### config.mk
export PLATFORM = sky130hd
export DESIGN_NAME = axi4_lite_mst_xactor_flat
export DESIGN_NICKNAME = d
export VERILOG_FILES = /design/src/rtl/axi4_lite_if.sv /design/src/rtl/axi4_lite_mst_xactor.sv /design/src/flat_wrapper.sv
export SDC_FILE = /design/constraint.sdc
export NUM_CORES = 1
export LEC_CHECK = 0
export CORE_MARGIN = 2
export CORE_UTILIZATION = 35
export CTS_BUF_LIST = sky130_fd_sc_hd__clkbuf_4
export CTS_CLUSTER_DIAMETER = 50
export DETAILED_ROUTE_END_ITERATION = 10
export DONT_BUFFER_PORTS = 1
export HOLD_SLACK_MARGIN = 0.03
export PLACE_DENSITY_LB_ADDON = 0.08
export SYNTH_ARGS = -nofsm -noshare
export SYNTH_HDL_FRONTEND = slang
export SYNTH_SLANG_ARGS = --single-unit
### constraint.sdc
create_clock -name i_clk -period 1.97 [get_ports i_clk]
set_input_delay 0.394 -clock i_clk [delete_from_list [all_inputs] [get_ports i_clk]]
set_output_delay 0.394 -clock i_clk [all_outputs]
set_load 0.01 [all_outputs]
### src/rtl/axi4_lite_if.sv
// ---------------------------------------------------------------------------
// axi4_lite_if
// AXI4-Lite bus bundle shared by one initiator and one target.
//   Parameters : ADDR_BIT_WIDTH (address width), DATA_BIT_WIDTH (32 or 64)
//   Modports   : mst_port - initiator view (drives AW/W/AR payload+valid,
//                           B/R ready)
//                slv_port - target view (drives AW/W/AR ready, B/R payload
//                           + valid)
// The bus is clocked by the clock of whichever block drives it; no clock is
// carried inside the bundle.
// ---------------------------------------------------------------------------
interface axi4_lite_if #(
    parameter int ADDR_BIT_WIDTH = 32,
    parameter int DATA_BIT_WIDTH = 32
);
    localparam int STRB_BIT_WIDTH = DATA_BIT_WIDTH / 8;

    logic [ADDR_BIT_WIDTH-1:0] awaddr;
    logic [2:0]                awprot;
    logic                      awvalid;
    logic                      awready;
    logic [DATA_BIT_WIDTH-1:0] wdata;
    logic [STRB_BIT_WIDTH-1:0] wstrb;
    logic                      wvalid;
    logic                      wready;
    logic [1:0]                bresp;
    logic                      bvalid;
    logic                      bready;
    logic [ADDR_BIT_WIDTH-1:0] araddr;
    logic [2:0]                arprot;
    logic                      arvalid;
    logic                      arready;
    logic [DATA_BIT_WIDTH-1:0] rdata;
    logic [1:0]                rresp;
    logic                      rvalid;
    logic                      rready;

    modport mst_port (
        output awaddr, awprot, awvalid, input awready,
        output wdata, wstrb, wvalid,    input wready,
        input  bresp, bvalid,           output bready,
        output araddr, arprot, arvalid, input arready,
        input  rdata, rresp, rvalid,    output rready
    );

    modport slv_port (
        input  awaddr, awprot, awvalid, output awready,
        input  wdata, wstrb, wvalid,    output wready,
        output bresp, bvalid,           input bready,
        input  araddr, arprot, arvalid, output arready,
        output rdata, rresp, rvalid,    input rready
    );
endinterface

### src/rtl/axi4_lite_mst_xactor.sv
// ---------------------------------------------------------------------------
// axi4_lite_mst_xactor
// Turns single-beat register commands into AXI4-Lite read/write transactions,
// one outstanding at a time, and returns the result on a valid/ready port.
//   i_clk, i_sync_rst         : clock, synchronous active-high reset
//   if_m_axi (mst_port)       : AXI4-Lite initiator side
//   i_cmd_* / o_cmd_ready     : command (wr, byte addr, wdata, wstrb)
//   o_rsp_* / i_rsp_ready     : response (wr echo, rdata, rresp/bresp)
//   o_timeout                 : sticky watchdog flag (optional build only)
// Optional feature: define AXI4_LITE_MST_XACTOR_TIMEOUT_EN to add a watchdog
// that answers with resp=2'b10 after TIMEOUT_CYCLES cycles in a bus state.
// All outputs are registered.
// ---------------------------------------------------------------------------
module axi4_lite_mst_xactor #(
    parameter int ADDR_BIT_WIDTH = 32,
    parameter int DATA_BIT_WIDTH = 32,
    parameter int TIMEOUT_CYCLES = 1024
) (
    input  logic                        i_clk,
    input  logic                        i_sync_rst,
    axi4_lite_if.mst_port               if_m_axi,
    input  logic                        i_cmd_valid,
    output logic                        o_cmd_ready,
    input  logic                        i_cmd_wr,
    input  logic [ADDR_BIT_WIDTH-1:0]   i_cmd_addr,
    input  logic [DATA_BIT_WIDTH-1:0]   i_cmd_wdata,
    input  logic [DATA_BIT_WIDTH/8-1:0] i_cmd_wstrb,
    output logic                        o_rsp_valid,
    input  logic                        i_rsp_ready,
    output logic                        o_rsp_wr,
    output logic [DATA_BIT_WIDTH-1:0]   o_rsp_rdata,
    output logic [1:0]                  o_rsp_resp
`ifdef AXI4_LITE_MST_XACTOR_TIMEOUT_EN
    ,
    output logic                        o_timeout
`endif
);
    localparam int STRB_W = DATA_BIT_WIDTH / 8;

    if ((DATA_BIT_WIDTH != 32'sd32) && (DATA_BIT_WIDTH != 32'sd64)) begin : g_bad_data_width
        $error("axi4_lite_mst_xactor: DATA_BIT_WIDTH must be 32 or 64");
    end
    if (TIMEOUT_CYCLES < 32'sd2) begin : g_bad_timeout
        $error("axi4_lite_mst_xactor: TIMEOUT_CYCLES must be at least 2");
    end

    typedef enum logic [2:0] {
        IDLE    = 3'd0,
        WR_AW_W = 3'd1,
        WR_B    = 3'd2,
        RD_AR   = 3'd3,
        RD_R    = 3'd4,
        RSP     = 3'd5
    } state_t;

    state_t                    state_r, state_nxt_s;
    logic                      cmd_ready_r, wr_r;
    logic                      awvalid_r, wvalid_r, arvalid_r, bready_r, rready_r;
    logic                      aw_done_r, w_done_r;
    logic [ADDR_BIT_WIDTH-1:0] awaddr_r, araddr_r;
    logic [DATA_BIT_WIDTH-1:0] wdata_r;
    logic [STRB_W-1:0]         wstrb_r;
    logic                      rsp_valid_r, rsp_wr_r;
    logic [DATA_BIT_WIDTH-1:0] rsp_rdata_r, rsp_rdata_nxt_s;
    logic [1:0]                rsp_resp_r, rsp_resp_nxt_s;
    logic                      rsp_load_s, rsp_wr_nxt_s;
    logic                      accept_s, aw_hs_s, w_hs_s, ar_hs_s, b_hs_s, r_hs_s;
    logic                      aw_fin_s, w_fin_s;
    logic                      tmo_hit_s, tmo_sticky_s;

    assign accept_s = i_cmd_valid & cmd_ready_r;
    assign aw_hs_s  = awvalid_r & if_m_axi.awready;
    assign w_hs_s   = wvalid_r & if_m_axi.wready;
    assign ar_hs_s  = arvalid_r & if_m_axi.arready;
    assign b_hs_s   = bready_r & if_m_axi.bvalid;
    assign r_hs_s   = rready_r & if_m_axi.rvalid;
    // A channel counts as finished if it completed earlier or completes now.
    assign aw_fin_s = aw_done_r | aw_hs_s;
    assign w_fin_s  = w_done_r | w_hs_s;

`ifdef AXI4_LITE_MST_XACTOR_TIMEOUT_EN
    localparam int TMO_W = (TIMEOUT_CYCLES > 2) ? $clog2(TIMEOUT_CYCLES) : 1;
    logic [TMO_W-1:0] tmo_cnt_r;
    logic             timeout_r;
    logic             bus_wait_s;

    assign bus_wait_s   = (state_r == WR_AW_W) || (state_r == WR_B) ||
                          (state_r == RD_AR) || (state_r == RD_R);
    // Counter holds the number of cycles already spent in the state, so the
    // hit fires in the TIMEOUT_CYCLES-th cycle of waiting.
    assign tmo_hit_s    = bus_wait_s && (tmo_cnt_r == TMO_W'(TIMEOUT_CYCLES - 1));
    assign tmo_sticky_s = timeout_r | tmo_hit_s;
    assign o_timeout    = timeout_r;

    // Watchdog counter (cleared on each state entry) and sticky timeout flag.
    always_ff @(posedge i_clk) begin
        if (i_sync_rst) begin
            tmo_cnt_r <= {TMO_W{1'b0}};
            timeout_r <= 1'b0;
        end else begin
            if (state_nxt_s != state_r) begin
                tmo_cnt_r <= {TMO_W{1'b0}};
            end else if (bus_wait_s && !tmo_hit_s) begin
                tmo_cnt_r <= tmo_cnt_r + TMO_W'(1'b1);
            end
            timeout_r <= tmo_sticky_s;
        end
    end
`else
    assign tmo_hit_s    = 1'b0;
    assign tmo_sticky_s = 1'b0;
`endif

    // Next-state logic and the response payload captured on entry to RSP.
    always_comb begin
        state_nxt_s     = state_r;
        rsp_load_s      = 1'b0;
        rsp_wr_nxt_s    = wr_r;
        rsp_resp_nxt_s  = 2'b00;
        rsp_rdata_nxt_s = {DATA_BIT_WIDTH{1'b0}};
        case (state_r)
            IDLE: begin
                if (accept_s) begin
                    state_nxt_s = i_cmd_wr ? WR_AW_W : RD_AR;
                end else begin
                    state_nxt_s = IDLE;
                end
            end
            WR_AW_W: begin
                if (aw_fin_s && w_fin_s) begin
                    state_nxt_s = WR_B;
                end else if (tmo_hit_s) begin
                    state_nxt_s    = RSP;
                    rsp_load_s     = 1'b1;
                    rsp_resp_nxt_s = 2'b10;
                end else begin
                    state_nxt_s = WR_AW_W;
                end
            end
            WR_B: begin
                if (b_hs_s) begin
                    state_nxt_s    = RSP;
                    rsp_load_s     = 1'b1;
                    rsp_resp_nxt_s = if_m_axi.bresp;
                end else if (tmo_hit_s) begin
                    state_nxt_s    = RSP;
                    rsp_load_s     = 1'b1;
                    rsp_resp_nxt_s = 2'b10;
                end else begin
                    state_nxt_s = WR_B;
                end
            end
            RD_AR: begin
                if (ar_hs_s) begin
                    state_nxt_s = RD_R;
                end else if (tmo_hit_s) begin
                    state_nxt_s    = RSP;
                    rsp_load_s     = 1'b1;
                    rsp_resp_nxt_s = 2'b10;
                end else begin
                    state_nxt_s = RD_AR;
                end
            end
            RD_R: begin
                if (r_hs_s) begin
                    state_nxt_s     = RSP;
                    rsp_load_s      = 1'b1;
                    rsp_resp_nxt_s  = if_m_axi.rresp;
                    rsp_rdata_nxt_s = if_m_axi.rdata;
                end else if (tmo_hit_s) begin
                    state_nxt_s    = RSP;
                    rsp_load_s     = 1'b1;
                    rsp_resp_nxt_s = 2'b10;
                end else begin
                    state_nxt_s = RD_R;
                end
            end
            RSP: begin
                if (i_rsp_ready) begin
                    state_nxt_s = IDLE;
                end else begin
                    state_nxt_s = RSP;
                end
            end
            default: begin
                state_nxt_s = IDLE;
            end
        endcase
    end

    // State register.
    always_ff @(posedge i_clk) begin
        if (i_sync_rst) begin
            state_r <= IDLE;
        end else begin
            state_r <= state_nxt_s;
        end
    end

    // Registered bus/command/response outputs and the latched command.
    always_ff @(posedge i_clk) begin
        if (i_sync_rst) begin
            cmd_ready_r <= 1'b1;
            wr_r        <= 1'b0;
            awvalid_r   <= 1'b0;
            wvalid_r    <= 1'b0;
            arvalid_r   <= 1'b0;
            bready_r    <= 1'b0;
            rready_r    <= 1'b0;
            aw_done_r   <= 1'b0;
            w_done_r    <= 1'b0;
            awaddr_r    <= {ADDR_BIT_WIDTH{1'b0}};
            araddr_r    <= {ADDR_BIT_WIDTH{1'b0}};
            wdata_r     <= {DATA_BIT_WIDTH{1'b0}};
            wstrb_r     <= {STRB_W{1'b0}};
            rsp_valid_r <= 1'b0;
            rsp_wr_r    <= 1'b0;
            rsp_rdata_r <= {DATA_BIT_WIDTH{1'b0}};
            rsp_resp_r  <= 2'b00;
        end else begin
            // After a watchdog hit the block refuses new work until reset.
            cmd_ready_r <= (state_nxt_s == IDLE) && !tmo_sticky_s;
            if (accept_s) begin
                wr_r <= i_cmd_wr;
                if (i_cmd_wr) begin
                    awaddr_r <= i_cmd_addr;
                    wdata_r  <= i_cmd_wdata;
                    wstrb_r  <= i_cmd_wstrb;
                end else begin
                    araddr_r <= i_cmd_addr;
                end
            end
            // Valids rise on acceptance and fall only on their own handshake,
            // so a timed-out request stays asserted on the bus.
            if (accept_s && i_cmd_wr) begin
                awvalid_r <= 1'b1;
                wvalid_r  <= 1'b1;
            end else begin
                if (aw_hs_s) awvalid_r <= 1'b0;
                if (w_hs_s)  wvalid_r  <= 1'b0;
            end
            if (accept_s && !i_cmd_wr) begin
                arvalid_r <= 1'b1;
            end else if (ar_hs_s) begin
                arvalid_r <= 1'b0;
            end
            aw_done_r   <= (state_nxt_s == WR_AW_W) && aw_fin_s;
            w_done_r    <= (state_nxt_s == WR_AW_W) && w_fin_s;
            bready_r    <= (state_nxt_s == WR_B);
            rready_r    <= (state_nxt_s == RD_R);
            rsp_valid_r <= (state_nxt_s == RSP);
            if (rsp_load_s) begin
                rsp_wr_r    <= rsp_wr_nxt_s;
                rsp_resp_r  <= rsp_resp_nxt_s;
                rsp_rdata_r <= rsp_rdata_nxt_s;
            end
        end
    end

    assign if_m_axi.awaddr  = awaddr_r;
    assign if_m_axi.awprot  = 3'b000;
    assign if_m_axi.awvalid = awvalid_r;
    assign if_m_axi.wdata   = wdata_r;
    assign if_m_axi.wstrb   = wstrb_r;
    assign if_m_axi.wvalid  = wvalid_r;
    assign if_m_axi.bready  = bready_r;
    assign if_m_axi.araddr  = araddr_r;
    assign if_m_axi.arprot  = 3'b000;
    assign if_m_axi.arvalid = arvalid_r;
    assign if_m_axi.rready  = rready_r;

    assign o_cmd_ready = cmd_ready_r;
    assign o_rsp_valid = rsp_valid_r;
    assign o_rsp_wr    = rsp_wr_r;
    assign o_rsp_rdata = rsp_rdata_r;
    assign o_rsp_resp  = rsp_resp_r;
endmodule

### src/flat_wrapper.sv
// flat-port wrapper written by rule: the top's interface ports become plain ports
module axi4_lite_mst_xactor_flat 
#(
    parameter int ADDR_BIT_WIDTH = 32,
    parameter int DATA_BIT_WIDTH = 32,
    parameter int TIMEOUT_CYCLES = 1024
)
  (i_clk, i_sync_rst, i_cmd_valid, o_cmd_ready, i_cmd_wr, i_cmd_addr, i_cmd_wdata, i_cmd_wstrb, o_rsp_valid, i_rsp_ready, o_rsp_wr, o_rsp_rdata, o_rsp_resp, if_m_axi_awaddr, if_m_axi_awprot, if_m_axi_awvalid, if_m_axi_awready, if_m_axi_wdata, if_m_axi_wstrb, if_m_axi_wvalid, if_m_axi_wready, if_m_axi_bresp, if_m_axi_bvalid, if_m_axi_bready, if_m_axi_araddr, if_m_axi_arprot, if_m_axi_arvalid, if_m_axi_arready, if_m_axi_rdata, if_m_axi_rresp, if_m_axi_rvalid, if_m_axi_rready);
  axi4_lite_if #(.ADDR_BIT_WIDTH(ADDR_BIT_WIDTH), .DATA_BIT_WIDTH(DATA_BIT_WIDTH)) if_m_axi_i ();
  input  logic i_clk;
  input  logic i_sync_rst;
  input  logic i_cmd_valid;
  output logic o_cmd_ready;
  input  logic i_cmd_wr;
  input  logic [ADDR_BIT_WIDTH-1:0] i_cmd_addr;
  input  logic [DATA_BIT_WIDTH-1:0] i_cmd_wdata;
  input  logic [DATA_BIT_WIDTH/8-1:0] i_cmd_wstrb;
  output logic o_rsp_valid;
  input  logic i_rsp_ready;
  output logic o_rsp_wr;
  output logic [DATA_BIT_WIDTH-1:0] o_rsp_rdata;
  output logic [1:0] o_rsp_resp;
  output wire logic [$bits(if_m_axi_i.awaddr)-1:0] if_m_axi_awaddr;
  output wire logic [$bits(if_m_axi_i.awprot)-1:0] if_m_axi_awprot;
  output wire logic [$bits(if_m_axi_i.awvalid)-1:0] if_m_axi_awvalid;
  input wire logic [$bits(if_m_axi_i.awready)-1:0] if_m_axi_awready;
  output wire logic [$bits(if_m_axi_i.wdata)-1:0] if_m_axi_wdata;
  output wire logic [$bits(if_m_axi_i.wstrb)-1:0] if_m_axi_wstrb;
  output wire logic [$bits(if_m_axi_i.wvalid)-1:0] if_m_axi_wvalid;
  input wire logic [$bits(if_m_axi_i.wready)-1:0] if_m_axi_wready;
  input wire logic [$bits(if_m_axi_i.bresp)-1:0] if_m_axi_bresp;
  input wire logic [$bits(if_m_axi_i.bvalid)-1:0] if_m_axi_bvalid;
  output wire logic [$bits(if_m_axi_i.bready)-1:0] if_m_axi_bready;
  output wire logic [$bits(if_m_axi_i.araddr)-1:0] if_m_axi_araddr;
  output wire logic [$bits(if_m_axi_i.arprot)-1:0] if_m_axi_arprot;
  output wire logic [$bits(if_m_axi_i.arvalid)-1:0] if_m_axi_arvalid;
  input wire logic [$bits(if_m_axi_i.arready)-1:0] if_m_axi_arready;
  input wire logic [$bits(if_m_axi_i.rdata)-1:0] if_m_axi_rdata;
  input wire logic [$bits(if_m_axi_i.rresp)-1:0] if_m_axi_rresp;
  input wire logic [$bits(if_m_axi_i.rvalid)-1:0] if_m_axi_rvalid;
  output wire logic [$bits(if_m_axi_i.rready)-1:0] if_m_axi_rready;
  assign if_m_axi_awaddr = if_m_axi_i.awaddr;
  assign if_m_axi_awprot = if_m_axi_i.awprot;
  assign if_m_axi_awvalid = if_m_axi_i.awvalid;
  assign if_m_axi_i.awready = if_m_axi_awready;
  assign if_m_axi_wdata = if_m_axi_i.wdata;
  assign if_m_axi_wstrb = if_m_axi_i.wstrb;
  assign if_m_axi_wvalid = if_m_axi_i.wvalid;
  assign if_m_axi_i.wready = if_m_axi_wready;
  assign if_m_axi_i.bresp = if_m_axi_bresp;
  assign if_m_axi_i.bvalid = if_m_axi_bvalid;
  assign if_m_axi_bready = if_m_axi_i.bready;
  assign if_m_axi_araddr = if_m_axi_i.araddr;
  assign if_m_axi_arprot = if_m_axi_i.arprot;
  assign if_m_axi_arvalid = if_m_axi_i.arvalid;
  assign if_m_axi_i.arready = if_m_axi_arready;
  assign if_m_axi_i.rdata = if_m_axi_rdata;
  assign if_m_axi_i.rresp = if_m_axi_rresp;
  assign if_m_axi_i.rvalid = if_m_axi_rvalid;
  assign if_m_axi_rready = if_m_axi_i.rready;
  axi4_lite_mst_xactor #(.ADDR_BIT_WIDTH(ADDR_BIT_WIDTH), .DATA_BIT_WIDTH(DATA_BIT_WIDTH), .TIMEOUT_CYCLES(TIMEOUT_CYCLES)) u_core (.i_clk(i_clk), .i_sync_rst(i_sync_rst), .if_m_axi(if_m_axi_i), .i_cmd_valid(i_cmd_valid), .o_cmd_ready(o_cmd_ready), .i_cmd_wr(i_cmd_wr), .i_cmd_addr(i_cmd_addr), .i_cmd_wdata(i_cmd_wdata), .i_cmd_wstrb(i_cmd_wstrb), .o_rsp_valid(o_rsp_valid), .i_rsp_ready(i_rsp_ready), .o_rsp_wr(o_rsp_wr), .o_rsp_rdata(o_rsp_rdata), .o_rsp_resp(o_rsp_resp));
endmodule
==> results of run 1 <==
==> flip-flops by register name, indices dropped and copies added, names as in the netlist, 2 cells and up <==
| name | count |
|---|---|
| u_core.if_m_axi.araddr | 32 |
| u_core.if_m_axi.awaddr | 32 |
| u_core.if_m_axi.wdata | 32 |
| u_core.o_rsp_rdata | 32 |
| u_core.if_m_axi.wstrb | 4 |
| u_core.state_r | 3 |
| u_core.o_rsp_resp | 2 |
==> cell type report <==
| type | count | area share (%) |
|---|---|---|
| flip-flops and latches | 148 | 43.54 |
| multi-input cells | 424 | 29.66 |
| repair buffers | 129 | 19.24 |
| well taps | 184 | 3.382 |
| clock inverters | 14 | 2.095 |
| clock buffers | 18 | 1.985 |
| inverters | 1 | 0.05514 |
| diodes | 1 | 0.03676 |
==> worst max-delay path by stage <==
stage | startpoint | endpoint | slack (ns) | cells after the start
after floorplan | u_core.state_r[0]$_SDFF_PP0_ | u_core.o_cmd_ready$_SDFF_PP1_ | 0.41 | 5
after global placement | u_core.state_r[0]$_SDFF_PP0_ | u_core.aw_done_r$_SDFF_PP0_ | 0.31 | 5
after detailed placement | u_core.state_r[0]$_SDFF_PP0_ | u_core.w_done_r$_SDFF_PP0_ | 0.18 | 5
after CTS | u_core.o_cmd_ready$_SDFF_PP1_ | u_core.if_m_axi.araddr[28]$_SDFFE_PP0N_ | 0.02 | 6
after global routing | u_core.o_cmd_ready$_SDFF_PP1_ | u_core.if_m_axi.wdata[11]$_SDFFE_PP0P_ | -0.02 | 6
final | u_core.o_cmd_ready$_SDFF_PP1_ | u_core.if_m_axi.araddr[26]$_SDFFE_PP0N_ | 0.13 | 6
==> worst min-delay path, stage by stage <==
cell and delay [ns]:
nand2_1 0.12, a21oi_1 0.09, nor2_1 0.07
==> power breakdown <==
part           switching [W]  internal, W
clock network        0.00104     0.000861
registers           0.000176      0.00313
logic               0.000340     0.000326
total                0.00156      0.00432
==> logic make-up (layout without fill, tap and decap cells) <==
kind of cell           count (synthesis)  after routing  share of synthesized area (%)
multiplexers                           1              1                         0.1925
flip-flops                           148            148                          56.99
AND/OR/NAND/NOR                      267            267                          21.47
buffers and inverters                 54            162                          4.789
other                                  1              7                        0.07213
AO/OA/AOI/OAI                        150            150                          16.49
==> cells in the final DEF, fill, tap and decap left out, types with 2 or more instances in the layout <==
cell and n:
clkinvlp_4 2, a22oi_1 34, bufinv_16 3, clkinv_2 3, dlygate4sd3_1 117, a21oi_1 109
o21ai_0 2, nand2b_1 4, nor2_1 39, dfxtp_1 147, buf_4 8, clkbuf_4 18
nor3_1 2, nor3b_1 2, clkinv_1 6, conb_1 6, nand2_1 204, buf_12 2
==> what timing repair did <==
| item | in CTS | in global routing |
|---|---|---|
| hold buffers | 118 | 0 |
| resized for setup | 0 | 9 |
| hold endpoints to repair | 145 | 0 |
| endpoints found under the setup margin | 0 | 51 |
==> metrics by stage <==
| step | total power, W | cells | TNS, ns | cell area (µm²) |
|---|---|---|---|---|
| floorplan | 0.003730 | 626 | 0 | 5218 |
| global placement | 0.003785 | 768 | 0 | 5294 |
| detailed placement | 0.003798 | 768 | 0 | 5294 |
| CTS | 0.005946 | 918 | 0 | 6770 |
| global route | 0.006193 | 919 | -0.01948 | 6808 |
| finish | 0.005878 | 919 | 0 | 6808 |
==> layer usage <==
layer  vias to the layer above  global-route usage, %  part of all wire, %  wire length (µm)
met1                      2175                  21.38                   40              6107
li1                       2244                      -                    -                 -
met4                         0                  6.335                  1.5               230
met5                         -                      0                    0                 0
met3                        14                  8.963                  9.8              1500
met2                       191                  32.34                   49              7433
==> key figures, run 1 <==
Floorplan
  • Ports: 262
  • Initial Utilization: 35.77%
  • Die X: 125.9 µm
  • Core area: 0.01453 mm²
  • Die area: 0.01584 mm²
  • Die height: 125.9 µm
  • Site row count: 44

Worst setup path
  • CP bufs+invs: 2
  • Arr. time, crit path: 2.27 ns
  • Critical path class: reg2reg
  • Top cell by count, worst path: nand2_1
  • Worst setup SP type: flip-flop
  • Crit path required time: 2.40 ns
  • Critical path capture point type: flip-flop
  • Slowest-stage cell, CP: dlygate4sd3_1
  • Reg2reg end: u_core.if_m_axi.araddr[26]$_SDFFE_PP0N_
  • Top Family by Delay on Critical Path: buffers and inverters
  • CP peak stage delay: 0.56 ns
  • FF-to-FF setup slack: 0.13 ns
  • Crit Path Max Fanout: 33
  • Reg2reg path depth: 6
  • R2r startpoint: u_core.o_cmd_ready$_SDFF_PP1_
  • Critical path cell sequence: nand2_1 -> or2_2 -> buf_6 -> nand2_1 -> a21oi_1 -> dlygate4sd3_1

Cells and area
  • Layout Utilization: 46.84%
  • Fill count: 1447
  • Nets: 835
  • Register area: 0.002964 mm²
  • Synthesis-to-layout area growth: 30.95%
  • Footprint of the multi-input gates: 0.002019 mm²
  • Layout cells sized above 1: 7.221%

Timing
  • Fin Hold WS: 0.1675 ns
  • Final setup fails: 0
  • Peak Freq: 0.5437 GHz
  • Unrepaired setup endpoints after global routing: yes
  • Period utilization: 93.36%
  • Clock Skew: 0.01188 ns
  • Final worst setup slack: 0.1308 ns
  • Final count of hold timing violations: 0
  • Min cycle time layout: 1.839 ns
  • Max Slew Vio Count: 0

Outcome
  • Outcome: complete, no violations

Worst hold path
  • Hold path startpoint: i_cmd_valid
  • Tightest Hold Check Type: in2reg
  • Hold path cells: 3
  • WHS Endpoint: u_core.rsp_wr_nxt_s$_SDFFE_PP0N_

Synth
  • Synth Register Bits: 148
  • Synth top area cells: dfxtp_1 (57%), nand2_1 (15%), a21oi_1 (10%)
  • Async S/R FF share, synth: 0%
  • Top-count cell post-synth: nand2_1
  • Synth Flop Type: dfxtp_1
  • Synth Instances: 621
  • Post-synth cell types: 34
  • Syn avg cell area: 8.372 µm²
  • Yosys top cell area share: 56.99%
  • Synth warn: 0
  • Synth top cells by count: nand2_1 (204), dfxtp_1 (148), a21oi_1 (109), clkbuf_1 (41), nor2_1 (40)
  • Synth area leader: dfxtp_1
  • Post-synthesis cell area: 0.005199 mm²
  • Seq/Total Area, Yosys: 56.99%
  • Post-synth EDFFs: 0

Placement
  • Port Buffers: 0
  • Placer Congestion: 0.7472
  • Worst slack, placed: 0.1765 ns
  • Final HPWL DP: 9.350 mm

GRT
  • Wire length of the first global-routing pass: 23.96 mm
  • Grt ovf: 0
  • Largest net degree at the start of global routing: 92
  • Antenna violations before repair: 1
  • Total track usage: 19.14%
  • Number of global-route vias before repair: 4626

CTS
  • Setup Fix Bufs, Post-CTS: 0
  • Clk slew on worst S/H paths: 0.12 ns
  • Num CTS Buffers: 17
  • Worst skew pair latency: 0.54 ns
  • Htree depth: 4
  • Clock tree buffer depth: 2
  • Clock Sinks: 148
  • Root buf cell: clkbuf_4
  • CTS tree: done

Pwr
  • Peak VDD IR: 0.0003166 V
  • P per Cell Area: 863.4 mW/mm²
  • Leakage: 2.567 nW

Routing
  • DRC: 0
  • Starting DRT DRC Count: 182
  • Drt first pass iters: 6
  • Via count: 4624
  • Antenna viol nets, final: 0
  • Drt wl/cell: 16.62 µm
  • WL final: 15.27 mm
  • DR vias/cell: 5.032

Job
  • # Max-Cap Violations: 0
No activity file was read; power rests on OpenSTA's default activity.
==> run 2: changes to the inputs <==
- REMOVE_ABC_BUFFERS: not set -> 1
==> key figures, run 2 (synthesized netlist as in run 1, its figures left out) <==
Outcome
  • Outcome: finished with violations
  • Failing checks: negative hold slack

Worst setup path
  • Worst setup SP type: flip-flop
  • FF-to-FF setup slack: 0.09 ns
  • R2r startpoint: u_core.o_cmd_ready$_SDFF_PP1_
  • Crit path required time: 2.46 ns
  • Reg2reg path depth: 5
  • Arr. time, crit path: 2.37 ns
  • Critical path capture point type: flip-flop
  • Crit Path Max Fanout: 39
  • Reg2reg end: u_core.if_m_axi.awaddr[1]$_SDFFE_PP0P_
  • Critical path class: reg2reg

Pwr
  • Peak VDD IR: 0.0003946 V
  • Leakage: 2.133 nW
  • P per Cell Area: 904.5 mW/mm²

Timing
  • Period utilization: 95.34%
  • Max Slew Vio Count: 0
  • Relative slew margins: 51.33%
  • Final setup fails: 0
  • Measured slew at the worst slew-check pin: 0.7292 ns
  • Final count of hold timing violations: 68
  • Peak Freq: 0.5324 GHz
  • Setup TNS: 0 ns
  • Clock Skew: 0.01313 ns
  • Min cycle time layout: 1.878 ns
  • Fin Hold WS: -0.08474 ns

CTS
  • Clk slew on worst S/H paths: 0.11 ns
  • Worst skew pair latency: 0.55 ns
  • Clock tree buffer depth: 2
  • Root buf cell: clkbuf_4
  • Setup Fix Bufs, Post-CTS: 0
  • Clock Sinks: 148
  • Num CTS Buffers: 17
  • CTS tree: done
  • Htree depth: 4

Worst hold path
  • WHS Endpoint: u_core.if_m_axi.araddr[10]$_SDFFE_PP0N_
  • Hold path cells: 1
  • Hold path startpoint: i_sync_rst
  • Tightest Hold Check Type: in2reg

GRT
  • Total track usage: 17.98%
  • Wire length of the first global-routing pass: 22.56 mm
  • Number of global-route vias before repair: 4239
  • Grt ovf: 0
  • Antenna violations before repair: 1
  • Largest net degree at the start of global routing: 146

Floorplan
  • Ports: 262
  • Die X: 125.9 µm
  • Site row count: 44
  • Die area: 0.01584 mm²
  • Initial Utilization: 35.77%
  • Die height: 125.9 µm
  • Core area: 0.01453 mm²

Job
  • # Max-Cap Violations: 0

Cells and area
  • Synthesis-to-layout area growth: 13.24%
  • Layout cells sized above 1: 8.282%
  • Fill count: 1492
  • Nets: 753
  • Commonest non-fill, non-tap cell in the layout: nand2_1
  • Most frequent cells in the layout: nand2_1 (204), dfxtp_1 (146), a21oi_1 (109)

Placement
  • Port Buffers: 0
  • Placer Congestion: 0.7729
  • Final HPWL DP: 9.292 mm

Routing
  • Drt wl/cell: 17.32 µm
  • WL final: 14.49 mm
  • DRC: 0
  • Via count: 4303
  • Antenna viol nets, final: 0
  • Drt first pass iters: 4
  • Starting DRT DRC Count: 179
  • DR vias/cell: 5.141
==> run 2: final cells by class <==
type                    count  area (µm²)  area share, %
diodes                      1       2.502        0.04251
clock buffers              19       142.6          2.423
clock inverters            13       68.82          1.169
inverters                   1       3.754        0.06376
multi-input cells         425        2026          34.41
flip-flops and latches    148        2965          50.37
well taps                 184       230.2          3.911
repair buffers             46       447.9          7.609
==> run 2: worst max path at each step <==
| stage | startpoint | to | slack [ns] | cells after the start |
|---|---|---|---|---|
| final | u_core.o_cmd_ready$_SDFF_PP1_ | u_core.if_m_axi.awaddr[1]$_SDFFE_PP0P_ | 0.09 | 5 |
| after CTS | u_core.o_cmd_ready$_SDFF_PP1_ | u_core.if_m_axi.wstrb[1]$_SDFFE_PP0P_ | 0.02 | 5 |
| after global routing | u_core.o_cmd_ready$_SDFF_PP1_ | u_core.if_m_axi.awaddr[20]$_SDFFE_PP0P_ | -0.02 | 5 |
| after global placement | u_core.state_r[2]$_SDFF_PP0_ | u_core.if_m_axi.bready$_SDFF_PP0_ | 0.02 | 5 |
| after detailed placement | u_core.state_r[2]$_SDFF_PP0_ | u_core.if_m_axi.bready$_SDFF_PP0_ | -0.12 | 5 |
| after floorplan | u_core.o_cmd_ready$_SDFF_PP1_ | u_core.if_m_axi.awaddr[0]$_SDFFE_PP0P_ | -0.12 | 3 |
==> run 2: layer usage <==
metal  wire length, µm  part of all wire (%)  GRT usage, %
met1              5646                    39         19.95
met2              6912                    48         29.38
met3              1555                    11         8.411
met4               378                   2.6         8.339
met5                 0                     0             0
==> run 2: where the power goes <==
part	internal, W	switching [W]	total, W
registers	0.00313	0.000184	0.00332
logic	0.000202	0.000270	0.000472
clock network	0.000493	0.00104	0.00153
==> run 2: timing repair <==
action	4_1_cts	5_1_grt
pin swaps	1	0
endpoints found under the setup margin	6	29
hold endpoints to repair	145	112
gates cloned	1	0
resized for setup	0	3
hold buffers	32	4
==> run 2: metrics by stage <==
stage / std cells / util [%] / area, µm² / worst slack, ns / total power [W]
6_report: 837 / 40.50 / 5887 / 0.09179 / 0.005325
5_1_grt: 837 / 40.50 / 5887 / -0.01845 / 0.005621
4_1_cts: 832 / 40.16 / 5837 / 0.02215 / 0.005406
3_5_place_dp: 767 / 36.46 / 5299 / -0.1171 / 0.003804
3_3_place_gp: 767 / 36.46 / 5299 / 0.02074 / 0.003784
2_1_floorplan: 573 / - / 4972 / -0.1229 / 0.003640
==> run 2: critical path: stages, from the launching register on <==
cell	delay, ns
dfxtp_2	0.42
and3_2	0.21
buf_4	0.39
nand2_1	0.10
a21oi_1	0.12
dlygate4sd3_1	0.56
